File: src/rtl/pong_pkg.sv
// Shared types and constants for the pong text-overlay game sequencer:
// state codes, text-region masks ({score, logo, rule, over}) and the BCD digit type.
package pong_pkg;

    typedef enum logic [1:0] {
        ST_NEWGAME = 2'd0,
        ST_PLAY    = 2'd1,
        ST_NEWBALL = 2'd2,
        ST_OVER    = 2'd3
    } state_t;

    localparam logic [3:0] TEXT_EN_NEWGAME = 4'b1110;
    localparam logic [3:0] TEXT_EN_PLAY    = 4'b1100;
    localparam logic [3:0] TEXT_EN_OVER    = 4'b1101;

    typedef logic [3:0] bcd_digit_t;

    // NEWBALL shows the same regions as PLAY; only the ball freeze differs.
    function automatic logic [3:0] text_mask(state_t s);
        case (s)
            ST_NEWGAME: text_mask = TEXT_EN_NEWGAME;
            ST_OVER:    text_mask = TEXT_EN_OVER;
            default:    text_mask = TEXT_EN_PLAY;
        endcase
    endfunction

endpackage

File: src/rtl/bcd2_counter.sv
// Two-digit BCD incrementer: synchronous clear, increment enable, 99 -> 00 wrap.
module bcd2_counter
    import pong_pkg::*;
(
    input  logic       clk,
    input  logic       reset_n,
    input  logic       clr,
    input  logic       inc,
    output logic [3:0] dig0,
    output logic [3:0] dig1
);

    bcd_digit_t dig0_reg;
    bcd_digit_t dig1_reg;

    always_ff @(posedge clk or negedge reset_n) begin
        if (!reset_n) begin
            dig0_reg <= '0;
            dig1_reg <= '0;
        end else if (clr) begin
            dig0_reg <= '0;
            dig1_reg <= '0;
        end else if (inc) begin
            if (dig0_reg == 4'd9) begin
                dig0_reg <= '0;
                dig1_reg <= (dig1_reg == 4'd9) ? 4'd0 : dig1_reg + 4'd1;
            end else begin
                dig0_reg <= dig0_reg + 4'd1;
            end
        end
    end

    assign dig0 = dig0_reg;
    assign dig1 = dig1_reg;

endmodule

File: src/rtl/pong_text_ctrl.sv
// Pong game sequencer: owns score, balls, game clock and text-region mask.
// Define PONG_GAME_TIMER_EN to build the game clock and time-out game end.
module pong_text_ctrl
    import pong_pkg::*;
#(
    parameter int FRAMES_PER_SEC = 60,
    parameter int DELAY_FRAMES   = 120,
    parameter int GAME_SECONDS   = 99,
    parameter int NUM_BALLS      = 3
) (
    input  logic       clk,
    input  logic       reset_n,
    input  logic       refr_tick,
    input  logic [1:0] btn,
    input  logic       hit,
    input  logic       miss,
    output logic [3:0] dig0,
    output logic [3:0] dig1,
    output logic [1:0] ball,
    output logic [6:0] timer,
    output logic [3:0] text_en,
    output logic       gra_still,
    output logic [1:0] state_o
);

    localparam int DELAY_W = $clog2(DELAY_FRAMES + 1);

    state_t               state_reg, state_next;
    logic [1:0]           ball_reg, ball_next;
    logic [DELAY_W-1:0]   delay_cnt_reg, delay_cnt_next;
    logic [3:0]           text_en_reg;
    logic                 gra_still_reg;
    logic                 delay_done;
    logic                 score_clr;
    logic                 score_inc;

`ifdef PONG_GAME_TIMER_EN
    localparam int SEC_W = (FRAMES_PER_SEC > 1) ? $clog2(FRAMES_PER_SEC) : 1;
    logic [SEC_W-1:0]     sec_cnt_reg, sec_cnt_next;
    logic [6:0]           timer_reg, timer_next;
`endif

    // Delay expires on the refr_tick that brings the count to DELAY_FRAMES, then stays expired.
    assign delay_done = (delay_cnt_reg == DELAY_W'(DELAY_FRAMES)) ||
                        (refr_tick && delay_cnt_reg == DELAY_W'(DELAY_FRAMES - 1));

    always_comb begin
        state_next     = state_reg;
        ball_next      = ball_reg;
        delay_cnt_next = delay_cnt_reg;
        score_clr      = 1'b0;
        score_inc      = 1'b0;
`ifdef PONG_GAME_TIMER_EN
        sec_cnt_next   = sec_cnt_reg;
        timer_next     = timer_reg;
`endif
        if (refr_tick && delay_cnt_reg != DELAY_W'(DELAY_FRAMES))
            delay_cnt_next = delay_cnt_reg + 1'b1;

        case (state_reg)
            ST_NEWGAME: begin
                if (btn != 2'b00) begin
                    state_next = ST_PLAY;
                    score_clr  = 1'b1;
                    ball_next  = 2'(NUM_BALLS);
`ifdef PONG_GAME_TIMER_EN
                    timer_next   = 7'(GAME_SECONDS);
                    sec_cnt_next = '0;
`endif
                end
            end
            ST_PLAY: begin
                if (miss) begin
                    if (ball_reg == 2'd1) begin
                        ball_next  = 2'd0;
                        state_next = ST_OVER;
                    end else begin
                        ball_next  = ball_reg - 2'd1;
                        state_next = ST_NEWBALL;
                    end
                end else if (hit) begin
                    score_inc = 1'b1;
                end
`ifdef PONG_GAME_TIMER_EN
                // Expiry overrides NEWBALL so a simultaneous miss still ends the game.
                if (refr_tick) begin
                    if (sec_cnt_reg == SEC_W'(FRAMES_PER_SEC - 1)) begin
                        sec_cnt_next = '0;
                        if (timer_reg != 7'd0)
                            timer_next = timer_reg - 7'd1;
                        if (timer_reg == 7'd1)
                            state_next = ST_OVER;
                    end else begin
                        sec_cnt_next = sec_cnt_reg + 1'b1;
                    end
                end
`endif
            end
            ST_NEWBALL: begin
                if (delay_done && btn != 2'b00)
                    state_next = ST_PLAY;
            end
            ST_OVER: begin
                if (delay_done)
                    state_next = ST_NEWGAME;
            end
            default: state_next = ST_NEWGAME;
        endcase

        if (state_next != state_reg)
            delay_cnt_next = '0;
    end

    always_ff @(posedge clk or negedge reset_n) begin
        if (!reset_n) begin
            state_reg     <= ST_NEWGAME;
            ball_reg      <= 2'(NUM_BALLS);
            delay_cnt_reg <= '0;
            text_en_reg   <= TEXT_EN_NEWGAME;
            gra_still_reg <= 1'b1;
        end else begin
            state_reg     <= state_next;
            ball_reg      <= ball_next;
            delay_cnt_reg <= delay_cnt_next;
            text_en_reg   <= text_mask(state_next);
            gra_still_reg <= (state_next != ST_PLAY);
        end
    end

`ifdef PONG_GAME_TIMER_EN
    always_ff @(posedge clk or negedge reset_n) begin
        if (!reset_n) begin
            sec_cnt_reg <= '0;
            timer_reg   <= 7'(GAME_SECONDS);
        end else begin
            sec_cnt_reg <= sec_cnt_next;
            timer_reg   <= timer_next;
        end
    end
    assign timer = timer_reg;
`else
    assign timer = 7'd0;
`endif

    bcd2_counter u_score (
        .clk     (clk),
        .reset_n (reset_n),
        .clr     (score_clr),
        .inc     (score_inc),
        .dig0    (dig0),
        .dig1    (dig1)
    );

    assign ball      = ball_reg;
    assign text_en   = text_en_reg;
    assign gra_still = gra_still_reg;
    assign state_o   = state_reg;

endmodule

File: config.mk
export PLATFORM = sky130hd
export DESIGN_NAME = pong_text_ctrl
export DESIGN_NICKNAME = d
export VERILOG_FILES = /design/src/rtl/pong_pkg.sv /design/src/rtl/bcd2_counter.sv /design/src/rtl/pong_text_ctrl.sv
export SDC_FILE = /design/constraint.sdc
export NUM_CORES = 1
export LEC_CHECK = 0
export BUFFER_PORTS_ARGS = -buffer_cell sky130_fd_sc_hd__buf_2
export CAP_MARGIN = 20
export CORE_ASPECT_RATIO = 1.5
export CORE_UTILIZATION = 52
export DETAILED_ROUTE_END_ITERATION = 16
export GPL_ROUTABILITY_DRIVEN = 0
export GPL_TIMING_DRIVEN = 0
export PLACE_DENSITY = 0.78
export RECOVER_POWER = 100
export SYNTH_ARGS = -nofsm -noshare
export SYNTH_HDL_FRONTEND = slang
export SYNTH_SLANG_ARGS = --single-unit
File: constraint.sdc
create_clock -name clk -period 1.8 [get_ports clk]
set_input_delay 0.45 -clock clk [delete_from_list [all_inputs] [get_ports clk]]
set_output_delay 0.45 -clock clk [all_outputs]
set_load 0.05 [all_outputs]
==> impl_metrics.ini, run 1 <==
[synthesis]
synth-warning-count = 0
mappedNetlistArea_mm2 = 0.00128
seq_area_frac_synth_pct = 43.4
synth_cells = 138
synth.largest_area_cell = dfrtp_1
ys_top_cells_by_area = dfrtp_1 (35%), dfstp_2 (8.2%), ha_1 (6.8%), nor2_1 (6.2%), buf_4 (5.9%)
yosysUniqueCellTypes = 36
synth_edf_count = 0
synth_seq_cells = 22
synthFlopType = dfrtp_1
synth_async_sr_flop_share_pct = 100
synth.top_cell.area_share_pct = 35.2
postSynthAreaPerCell_um2 = 9.27

[drt]
routedWlPerCell_um = 12.6
antenna_left = 0
vias = 1063
dr.pass1.iters = 5
drt_iter0_drc = 35
drt_wl_total_um = 2430
drcViolationCount = 0
routed_via_density = 5.51

[cts]
cts-root-buf = clkbuf_4
path_clk_slew_ps = 130
hold_buffers = 0
clock_latency_ps = 320
cts_sinks = 22
cts_resized = 0
cts_buffers = 3
cts_tree = built
clockBufferDepth = 2
htreeDepth = 1
cts_setup_buffers = 0

[worst_hold_path]
hp-class = in2async

[global_routing]
grtUsageTotal_pct = 19.9
grt_start_max_net_pins = 23
grt-ovfl-total = 0
grt_pass1_wl_um = 4170
first_global_vias = 1005
antenna_found_initial = 0

[worst_setup_path]
max_stage_delay_ps = 430
cp.required_ps = 2010
critical_path_buf_inv_count = 1
cp_top_family = compound AO/OA/AOI/OAI gates
crit_slowest_cell = dfrtp_1
start_kind = register
path_max_fanout = 7
crit_type = reg2reg
arrival_ps = 1860
end_kind = register
crit_path_cell_trace = inv_1, ha_1, nand3b_1, a21o_1, a211oi_4, nor2_1

[die]
start_util_pct = 55.9
ios = 31
dieArea_mm2 = 0.00267
die_h_um = 62.7
core_mm2 = 0.00229
fp-row-count = 21
dieWidth_um = 42.5

[sta]
setup-tns-final_ps = 0
final.period_utilization_pct = 91.8
setup_viol = 0
hold_viol = 0
fin_crit_ps = 1650
max-slew-margin-rel_pct = 24.3
tightest_slew_ps = 1140
fmax_mhz = 605
final-max-slew-violation-count = 0
fin_skew_ps = 8.69
rsz0062_at_grt = no

[layout]
largest_register_ffs = 7
final_common_cell = nor2_1
drive_above_1_share_pct = 22.4
final.fill_count = 204
finalNonFillerCells = 193
layout_common_cells = nor2_1 (21), dfrtp_1 (18), clkbuf_2 (13)
area_growth_pct = 16.6
layout.nets = 185
final_area_mm2 = 0.00149
diodes = 0

[status]
status = finished, final reports clean

[pwr]
p_leak_uw = 0.000708
powerDensity_mw_per_mm2 = 1340
irDropWorstVdd_mv = 0.751

[placed_design]
place_area_mm2 = 0.00144
dp_hpwl_um = 1830
port_buffers = 21
dp.cells = 189

[job]
drv_cap = 0
## path summary, 6_finish.rpt
kind	to	cells after the start	start	slack, ps
setup / recovery	delay_cnt_reg[4]	6	delay_cnt_reg[0]	150
hold / removal	u_score.dig0[2]	1	reset_n	320
setup reg to reg	delay_cnt_reg[4]	6	delay_cnt_reg[0]	150
hold reg to reg	ball[0]	2	ball[0]	550
max in group asynchronous	u_score.dig1[3]	1	reset_n	800
min in group clk	text_en[1]	4	btn[0]	470
## layer usage
metal | GRT usage [%] | vias up | wire length [um]
met2 | 37.7 | 32 | 1360
li1 | - | 524 | -
met4 | 7.03 | 0 | 36
met1 | 22.1 | 501 | 945
met3 | 1.73 | 6 | 89
met5 | 0 | - | 0
## area by class of cell
type / instances / area (um^2) / share of cell area, %
Buffer: 11 / 76.3 / 5.12
Tap cell: 23 / 28.8 / 1.93
Sequential cell: 22 / 556 / 37.2
Multi-Input combinational cell: 106 / 656 / 44.0
Inverter: 6 / 22.5 / 1.51
Clock buffer: 3 / 22.5 / 1.51
Clock inverter: 1 / 30.0 / 2.01
Timing Repair Buffer: 21 / 100 / 6.71
## cells in the mapped netlist (all sizes together), types with 4 or more instances
cell,count
ha,7
dfstp,4
nand2,10
o21ai,8
inv,6
a21oi,8
buf,10
dfrtp,18
xnor2,4
nor3,6
nor2,21
## worst register-to-register path, cell delays in order (launching register included)
cell and delay [ps]:
dfrtp_1 430, inv_1 100, ha_1 150, nand3b_1 130, a21o_1 240, a211oi_4 390, nor2_1 100
## kinds of logic (layout without fill, tap and decap cells)
family,count (synthesis),count (layout),share of synthesized area [%]
mux,4,4,3.23
flops,22,22,43.4
simple gates,56,56,22.9
compound gates,24,24,11.0
fa+ha+maj,7,7,6.85
xor+xnor,6,6,4.11
buf+inv,17,42,7.93
other cells,2,9,0.587
## stage by stage
step	util, %	hold slack (ps)	total power (uW)	setup WS (ps)
after floorplan	-	154	1430	9.48
after detailed placement	62.9	433	1630	72.2
final	65.2	317	1990	147
after CTS	65.2	79.4	2000	84.3
after global routing	65.2	387	2120	16.9
after global placement	62.9	434	1590	140
## where the power goes
group          switching (uW)  internal (uW)
clock network             154            225
logic                     601            256
registers                 127            630
total                     882           1110
Power figures use the tool's default switching activity.
==> inputs of run 2 (changes only) <==
--- a/config.mk
+++ b/config.mk
@@ -12,7 +12,7 @@
 export DETAILED_ROUTE_END_ITERATION = 16
 export GPL_ROUTABILITY_DRIVEN = 0
 export GPL_TIMING_DRIVEN = 0
-export PLACE_DENSITY = 0.78
+export PLACE_DENSITY = 0.75
 export RECOVER_POWER = 100
 export SYNTH_ARGS = -nofsm -noshare
 export SYNTH_HDL_FRONTEND = slang
==> run 2 against run 1 <==
Net effect:
- worst hold slack improved by 4.1 ps
- critical path depth unchanged
- combinational power barely moved
==> impl_metrics.ini, run 2 (synthesized netlist as in run 1, its figures left out) <==
[worst_setup_path]
path_max_fanout = 7
cp_top_family = compound AO/OA/AOI/OAI gates
critical_path_buf_inv_count = 1
max_stage_delay_ps = 420
crit_slowest_cell = dfrtp_1
arrival_ps = 1870
crit_path_cell_trace = inv_1, ha_1, nand3b_1, a21o_1, a211oi_4, nor2_1
start_kind = register
crit_type = reg2reg
end_kind = register
cp.required_ps = 1990

[sta]
fin_hold_ws_ps = 321
fmax_mhz = 596
setup-tns-final_ps = 0
fin_ws_ps = 121
fin_crit_ps = 1680
rsz0062_at_grt = no
max-slew-margin-rel_pct = 24.4
fin_skew_ps = 8.18
tightest_slew_ps = 1130
hold_viol = 0
setup_viol = 0
final.period_utilization_pct = 93.3
final-max-slew-violation-count = 0

[cts]
cts_buffers = 3
cts-root-buf = clkbuf_4
cts_tree = built
cts_resized = 0
hold_buffers = 0
cts_sinks = 22
cts_setup_buffers = 0
path_clk_slew_ps = 120
clock_latency_ps = 320
clockBufferDepth = 2
htreeDepth = 1

[die]
dieWidth_um = 42.5
die_h_um = 62.7
start_util_pct = 55.9
dieArea_mm2 = 0.00267
core_mm2 = 0.00229
fp-row-count = 21
ios = 31

[drt]
routed_via_density = 5.40
dr.pass1.iters = 4
antenna_left = 0
drt_wl_total_um = 2400
drt_iter0_drc = 37
drcViolationCount = 0
routedWlPerCell_um = 12.4
vias = 1043

[placed_design]
dp_slack_ps = 68.1
port_buffers = 21
dp_hpwl_um = 1820

[pwr]
p_leak_uw = 0.000701
power_uw = 1880
powerDensity_mw_per_mm2 = 1280
irDropWorstVdd_mv = 0.672

[layout]
largest_register_ffs = 7
area_growth_pct = 15.4
layout.nets = 185
diodes = 0
drive_above_1_share_pct = 22.4
final.fill_count = 189
final_common_cell = nor2_1
layout_common_cells = nor2_1 (21), dfrtp_1 (18), clkbuf_2 (13)

[worst_hold_path]
hp-class = in2async

[global_routing]
antenna_found_initial = 0
grt-ovfl-total = 0
grtUsageTotal_pct = 19.9
grt_start_max_net_pins = 23
grt_pass1_wl_um = 4190
first_global_vias = 1005

[status]
status = finished, final reports clean

[job]
drv_cap = 0
==> run 2: worst register-to-register path, delay by kind of cell (launching register included) <==
family	cells	cell delay [ps]
flops	1	420
compound gates	2	650
fa+ha+maj	1	150
simple gates	2	240
buf+inv	1	100
==> run 2: area by class of cell <==
| class | instances | area, um^2 | area share (%) |
|---|---|---|---|
| inverter | 6 | 22.5 | 1.53 |
| sequential | 22 | 556 | 37.7 |
| clock buffer | 4 | 36.3 | 2.46 |
| multi-input combinational | 106 | 656 | 44.4 |
| buffer | 11 | 76.3 | 5.17 |
| timing repair buffer | 21 | 100 | 6.79 |
| tap | 23 | 28.8 | 1.95 |
==> run 2: through the flow <==
step / instances / area, um^2 / util, %
after detailed placement: 189 / 1440 / 62.9
after global routing: 193 / 1480 / 64.5
after global placement: 189 / 1440 / 62.9
after floorplan: 145 / 1310 / -
after CTS: 193 / 1480 / 64.5
final: 193 / 1480 / 64.5
==> run 2: final timing paths <==
| kind | start | slack [ps] | to | cells past startpoint |
|---|---|---|---|---|
| max in group asynchronous | reset_n | 800 | delay_cnt_reg[2] | 1 |
| max reg2reg | delay_cnt_reg[0] | 120 | delay_cnt_reg[2] | 6 |
| min | reset_n | 320 | u_score.dig1[1] | 1 |
| min in group clk | miss | 470 | text_en[0] | 3 |
| min reg2reg | ball[0] | 550 | ball[0] | 2 |
| max | delay_cnt_reg[0] | 120 | delay_cnt_reg[2] | 6 |
==> run 2: per-layer routing <==
layer / wire length, um / up-vias / GRT usage [%] / share of wire, %
met2: 1260 / 32 / 35.2 / 53
met1: 987 / 482 / 23.6 / 41
met5: 0 / - / 0 / 0
met3: 87 / 7 / 2.02 / 3.6
met4: 55 / 0 / 8.98 / 2.3
li1: - / 522 / - / -
==> run 2: power breakdown <==
group	switching [uW]	leakage, uW	internal, uW	total [uW]
Clock	148	0.0000210	124	272
Sequential	124	0.000279	631	754
Combinational	601	0.000401	254	855
Total	873	0.000701	1010	1880
